[config.mk]
export PLATFORM = sky130hd
export DESIGN_NAME = udp_tx_meta_data_gate
export DESIGN_NICKNAME = d
export VERILOG_FILES = /design/src/rtl/udp_tx_meta_data_gate.sv
export SDC_FILE = /design/constraint.sdc
export NUM_CORES = 1
export LEC_CHECK = 0
export ABC_CLOCK_PERIOD_IN_PS = 14950
export BUFFER_PORTS_ARGS = -buffer_cell sky130_fd_sc_hd__buf_2
export CORE_AREA = 4 4 622 624
export CTS_CLUSTER_DIAMETER = 60
export DETAILED_ROUTE_END_ITERATION = 8
export DIE_AREA = 0 0 626 628
export MAX_ROUTING_LAYER = met4
export PLACE_DENSITY = 0.3
export SLEW_MARGIN = 20
export SYNTH_ARGS = -nofsm -noshare
export SYNTH_HDL_FRONTEND = slang
export SYNTH_SLANG_ARGS = --single-unit
[constraint.sdc]
create_clock -name aclk -period 14.95 [get_ports aclk]
set_input_delay 0.7475 -clock aclk [delete_from_list [all_inputs] [get_ports aclk]]
set_output_delay 0.7475 -clock aclk [all_outputs]
set_load 0.01 [all_outputs]
[src/rtl/udp_tx_meta_data_gate.sv]
// UDP TX meta/payload gate: pairs each meta word with one tlast-delimited payload
// packet, releases payload only after meta acceptance and checks byte count vs length.
module udp_tx_meta_data_gate #(
    parameter int DATA_W = 512,
    parameter int META_W = 176,
    parameter int CNT_W  = 32
) (
    input  logic                aclk,
    input  logic                areset,
    input  logic                s_meta_valid,
    output logic                s_meta_ready,
    input  logic [META_W-1:0]   s_meta_data,
    output logic                m_meta_valid,
    input  logic                m_meta_ready,
    output logic [META_W-1:0]   m_meta_data,
    input  logic                s_data_valid,
    output logic                s_data_ready,
    input  logic [DATA_W-1:0]   s_data_data,
    input  logic [DATA_W/8-1:0] s_data_keep,
    input  logic                s_data_last,
    output logic                m_data_valid,
    input  logic                m_data_ready,
    output logic [DATA_W-1:0]   m_data_data,
    output logic [DATA_W/8-1:0] m_data_keep,
    output logic                m_data_last,
    output logic                len_err,
    output logic [CNT_W-1:0]    pkt_cnt,
    output logic [CNT_W-1:0]    err_cnt,
    output logic                dbg_state
);
    localparam int KEEP_W = DATA_W / 8;
    localparam int POP_W  = $clog2(KEEP_W + 1);

    typedef enum logic {S_META = 1'b0, S_DATA = 1'b1} state_t;

    state_t              r_state;
    state_t              w_state_nxt;
    logic                r_meta_valid;
    logic [META_W-1:0]   r_meta_data;
    logic [15:0]         r_len;
    logic [16:0]         r_byte_cnt;
    logic                r_len_err;
    logic [CNT_W-1:0]    r_pkt_cnt;
    logic [CNT_W-1:0]    r_err_cnt;
    logic                w_meta_hs;
    logic                w_data_hs;
    logic [POP_W-1:0]    w_pop;
    logic [17:0]         w_sum;
    logic [16:0]         w_total;

    // Valid/ready: a transfer happens on a rising edge where valid && ready are both 1;
    // a source holds valid and its payload stable until that edge.
    always_comb begin
        w_pop = '0;
        for (int i = 0; i < KEEP_W; i++) begin
            w_pop = w_pop + POP_W'(s_data_keep[i]);
        end
    end

    assign w_sum   = {1'b0, r_byte_cnt} + 18'(w_pop);
    assign w_total = w_sum[17] ? 17'h1FFFF : w_sum[16:0];

    always_comb begin
        w_state_nxt  = r_state;
        s_meta_ready = 1'b0;
        s_data_ready = 1'b0;
        m_data_valid = 1'b0;
        if (!areset) begin
            case (r_state)
                S_META: begin
                    s_meta_ready = ~r_meta_valid | m_meta_ready;
                    if (s_meta_valid && s_meta_ready) begin
                        w_state_nxt = S_DATA;
                    end
                end
                S_DATA: begin
                    s_data_ready = m_data_ready;
                    m_data_valid = s_data_valid;
                    if (s_data_valid && m_data_ready && s_data_last) begin
                        w_state_nxt = S_META;
                    end
                end
            endcase
        end
    end

    assign w_meta_hs = s_meta_valid & s_meta_ready;
    assign w_data_hs = s_data_valid & s_data_ready;

    always_ff @(posedge aclk) begin
        if (areset) begin
            r_state <= S_META;
        end else begin
            r_state <= w_state_nxt;
        end
    end

    always_ff @(posedge aclk) begin
        if (areset) begin
            r_meta_valid <= 1'b0;
            r_meta_data  <= '0;
            r_len        <= '0;
            r_byte_cnt   <= '0;
            r_len_err    <= 1'b0;
            r_pkt_cnt    <= '0;
            r_err_cnt    <= '0;
        end else begin
            r_len_err <= 1'b0;
            // A reload in the same cycle as the downstream accept keeps valid high.
            if (w_meta_hs) begin
                r_meta_valid <= 1'b1;
                r_meta_data  <= s_meta_data;
                r_len        <= s_meta_data[META_W-1 -: 16];
                r_byte_cnt   <= '0;
            end else if (m_meta_ready) begin
                r_meta_valid <= 1'b0;
            end
            if (w_data_hs) begin
                r_byte_cnt <= w_total;
                if (s_data_last) begin
                    r_pkt_cnt <= r_pkt_cnt + 1'b1;
                    if (w_total != {1'b0, r_len}) begin
                        r_len_err <= 1'b1;
                        r_err_cnt <= r_err_cnt + 1'b1;
                    end
                end
            end
        end
    end

    assign m_meta_valid = r_meta_valid;
    assign m_meta_data  = r_meta_data;
    assign m_data_data  = s_data_data;
    assign m_data_keep  = s_data_keep;
    assign m_data_last  = s_data_last;
    assign len_err      = r_len_err;
    assign pkt_cnt      = r_pkt_cnt;
    assign err_cnt      = r_err_cnt;
    assign dbg_state    = r_state;
endmodule

==> results.sh <==
export IMPL_path_clk_slew_ps=60
export IMPL_critical_path_top_delay_family="adder cells"
export IMPL_cts_sinks=260
export IMPL_async_flop_share_pct=0
export IMPL_grt_usage_pct=8.67
export IMPL_wl_met1_um=50100
export IMPL_h_tree_depth=2
export IMPL_slew_violations=0
export IMPL_fmax_mhz=117
export IMPL_fin_crit_sh_pct=57.1
export IMPL_crit_buf_inv=8
export IMPL_cts_buffers=54
export IMPL_path_class="in2reg"
export IMPL_powerDensity_nw_per_um2=216
export IMPL_synth_top_area_share_pct=30.5
export IMPL_portBuffers=557
export IMPL_p_leak_uw=0.00827
export IMPL_synth_seq_cells=260
export IMPL_reg2reg_to="err_cnt[31]"
export IMPL_crit_required_ps=15510
export IMPL_ios=1582
export IMPL_synth_nets=2978
export IMPL_synth_area_um2=17100
export IMPL_met3_wirelength_um=36900
export IMPL_cts_tree="yes"
export IMPL_r2r_start="r_byte_cnt[0]"
export IMPL_overflow=0
export IMPL_crit_start="s_data_keep[35]"
export IMPL_crit_end="err_cnt[31]"
export IMPL_yosysSeqAreaShare_pct=30.5
export IMPL_route_detailed_drc=0
export IMPL_crit_top_cell="fa_1"
export IMPL_setup_violations=0
export IMPL_post_cts_buffers=0
export IMPL_fillCellCount=45000
export IMPL_cp_depth=27
export IMPL_drive_above_1_share_pct=32.4
export IMPL_start_kind="input port"
export IMPL_ir_drop_v=0.000479
export IMPL_row_count=227
export IMPL_vias_per_cell=2.08
export IMPL_first_iter_violations=800
export IMPL_clockBufferDepth=3
export IMPL_synth_warnings=0
export IMPL_dieArea_um2=393000
export IMPL_reg2reg_slack_ps=6820
export IMPL_syn_inst=2133
export IMPL_synthTopCellsByArea="dfxtp_1 30%, buf_4 26%, nand2_1 8.8%"
export IMPL_status="complete, no violations"
export IMPL_vias=15100
export IMPL_clk_latency_ps=700
export IMPL_core_um2=381000
export IMPL_antenna_left=0
export IMPL_synth_edf_count=0
export IMPL_period_needed_ps=8540
export IMPL_fin_nets=2932
export IMPL_wl_met2_um=79200
export IMPL_die_x_um=626
export IMPL_globalplace_congestion=0.752
export IMPL_reg2reg_depth=22
export IMPL_dr_pass1_iters=5
export IMPL_initial_utilization_pct=4.47
export IMPL_fp_dieH_um=628
export IMPL_antenna_found_initial=114
export IMPL_grt_pass1_vias=15000
export IMPL_max_cap_viol_count=0
export IMPL_layout_common_cells="556 x buf_2, 398 x nand2_1, 260 x dfxtp_1"
export IMPL_cts_repair_resized=0
export IMPL_crit_fanout=64
export IMPL_slew_headroom_pct=38.7
export IMPL_cp_slowest_cell="fa_1"
export IMPL_layout_commonest_cell="buf_2"
export IMPL_cts_root_buf="clkbuf_16"
export IMPL_cp_data_arrival_time_ps=9100
export IMPL_grt_setup_unrepaired="no"
export IMPL_endpoint_kind="flop"
export IMPL_clock_skew_final_ps=37.5
export IMPL_finalPower_uw=5080
export IMPL_cts_hold_buf=0
export IMPL_holdWs_ps=276
export IMPL_grt_first_pass_wirelength_um=206000
export IMPL_finalWirelength_um=173000
export IMPL_cpPeakStageDelay_ps=560
export IMPL_yosys_area_top_type="dfxtp_1"
export IMPL_grt_max_degree=67
export IMPL_setup_tns_ps=0
export IMPL_syn_mean_instance_area_um2=8.00
export IMPL_tightest_slew_ps=911
export IMPL_place_detailed_hpwl_um=153000
export IMPL_hp_class="in2reg"
export IMPL_area_growth_pct=37.8
export IMPL_ys_flop_type="dfxtp_1"
export IMPL_hold_viol=0
export IMPL_avgRoutedWirePerCell_um=23.9
export IMPL_yosysUniqueCellTypes=69
export IMPL_routed_top_layer="met4"
-- tightest hold or removal path, delay by kind of cell --
family	cells	cell delay, ps
compound gates	1	50
buf+inv	1	90
simple gates	1	40
-- final cells by class --
| cell class | count | area [um2] | area share (%) |
|---|---|---|---|
| Antenna cell | 70 | 175 | 0.745 |
| Tap cell | 5038 | 6300 | 26.8 |
| Sequential cell | 260 | 5200 | 22.1 |
| Multi-Input combinational cell | 1100 | 6740 | 28.7 |
| Clock buffer | 64 | 1420 | 6.03 |
| Clock inverter | 35 | 385 | 1.64 |
| Timing Repair Buffer | 574 | 2930 | 12.4 |
| Inverter | 97 | 364 | 1.55 |
-- layer usage --
layer  vias up  global-route usage [%]
met5         -                       -
met4         0                    2.82
met3       373                    8.32
met2      1197                    13.7
met1      7061                    7.04
li1       6433                       -
-- how the worst min path moves through the flow --
| stage | start | endpoint | slack (ps) | cells past startpoint |
|---|---|---|---|---|
| after detailed placement | m_meta_data[49] | m_meta_data[49] | 450 | 2 |
| after global placement | m_meta_data[13] | m_meta_data[13] | 440 | 2 |
| after floorplan | r_byte_cnt[16] | r_byte_cnt[16] | 470 | 2 |
| after global routing | s_meta_data[60] | m_meta_data[60] | 220 | 3 |
| after CTS | s_meta_data[7] | m_meta_data[7] | 180 | 3 |
| final | s_meta_data[29] | m_meta_data[29] | 280 | 3 |
-- state kept, by name, indices dropped and copies added (netlist names) --
signal	flops
m_meta_data	176
err_cnt	32
pkt_cnt	32
r_byte_cnt	17
dbg_state	1
len_err	1
m_meta_valid	1
-- through the flow --
stage | util [%] | setup slack, ps | std cells | cell area (um2)
final | 6.17 | 6410 | 7238 | 23500
after global routing | 6.16 | 6030 | 7233 | 23500
after CTS | 6.12 | 6400 | 7168 | 23300
after detailed placement | 5.65 | 5620 | 7069 | 21500
after global placement | 5.65 | 5620 | 7069 | 21500
after floorplan | - | 7020 | 2133 | 17100
-- cell families (layout without fill, tap and decap cells) --
| logic type | Yosys count | count (layout) | synth area share (%) |
|---|---|---|---|
| other | 0 | 70 | 0 |
| muxes | 2 | 2 | 0.132 |
| xor gates and xnor gates | 41 | 41 | 2.18 |
| AOI/OAI and AO/OA | 347 | 347 | 12.0 |
| and+or+nand+nor | 624 | 624 | 16.3 |
| buffers and inverters | 773 | 770 | 30.1 |
| DFF | 260 | 260 | 30.5 |
| adders and majority gates | 86 | 86 | 8.77 |
-- power by group --
group | internal [uW] | leakage (uW) | switching, uW
logic | 1110 | 0.00528 | 1960
clock network | 755 | 0.000875 | 506
registers | 727 | 0.00212 | 24.3
total | 2590 | 0.00827 | 2490
-- Yosys cell counts, types with 4 or more instances --
cell and count:
nand2_1 399, o21ai_0 23, o21ai_1 4, nand3b_1 9, nor3b_1 4, a21oi_1 234
inv_1 97, xnor2_1 15, o31ai_1 22, or3_1 6, buf_1 4, buf_2 5
nor2_1 53, or2_2 8, nand4_1 13, nor3_1 17, a311oi_1 5, nor2b_1 6
and4_1 4, xor2_1 25, a21o_1 4, o211ai_1 4, dfxtp_1 260, and3_1 18
buf_6 6, o41ai_1 9, clkbuf_1 79, nand3_1 38, buf_4 581, ha_1 30
and2_1 10, nor4_1 7, or4_1 21, fa_1 56, o311ai_0 9
(Power assumes the default switching activity.)
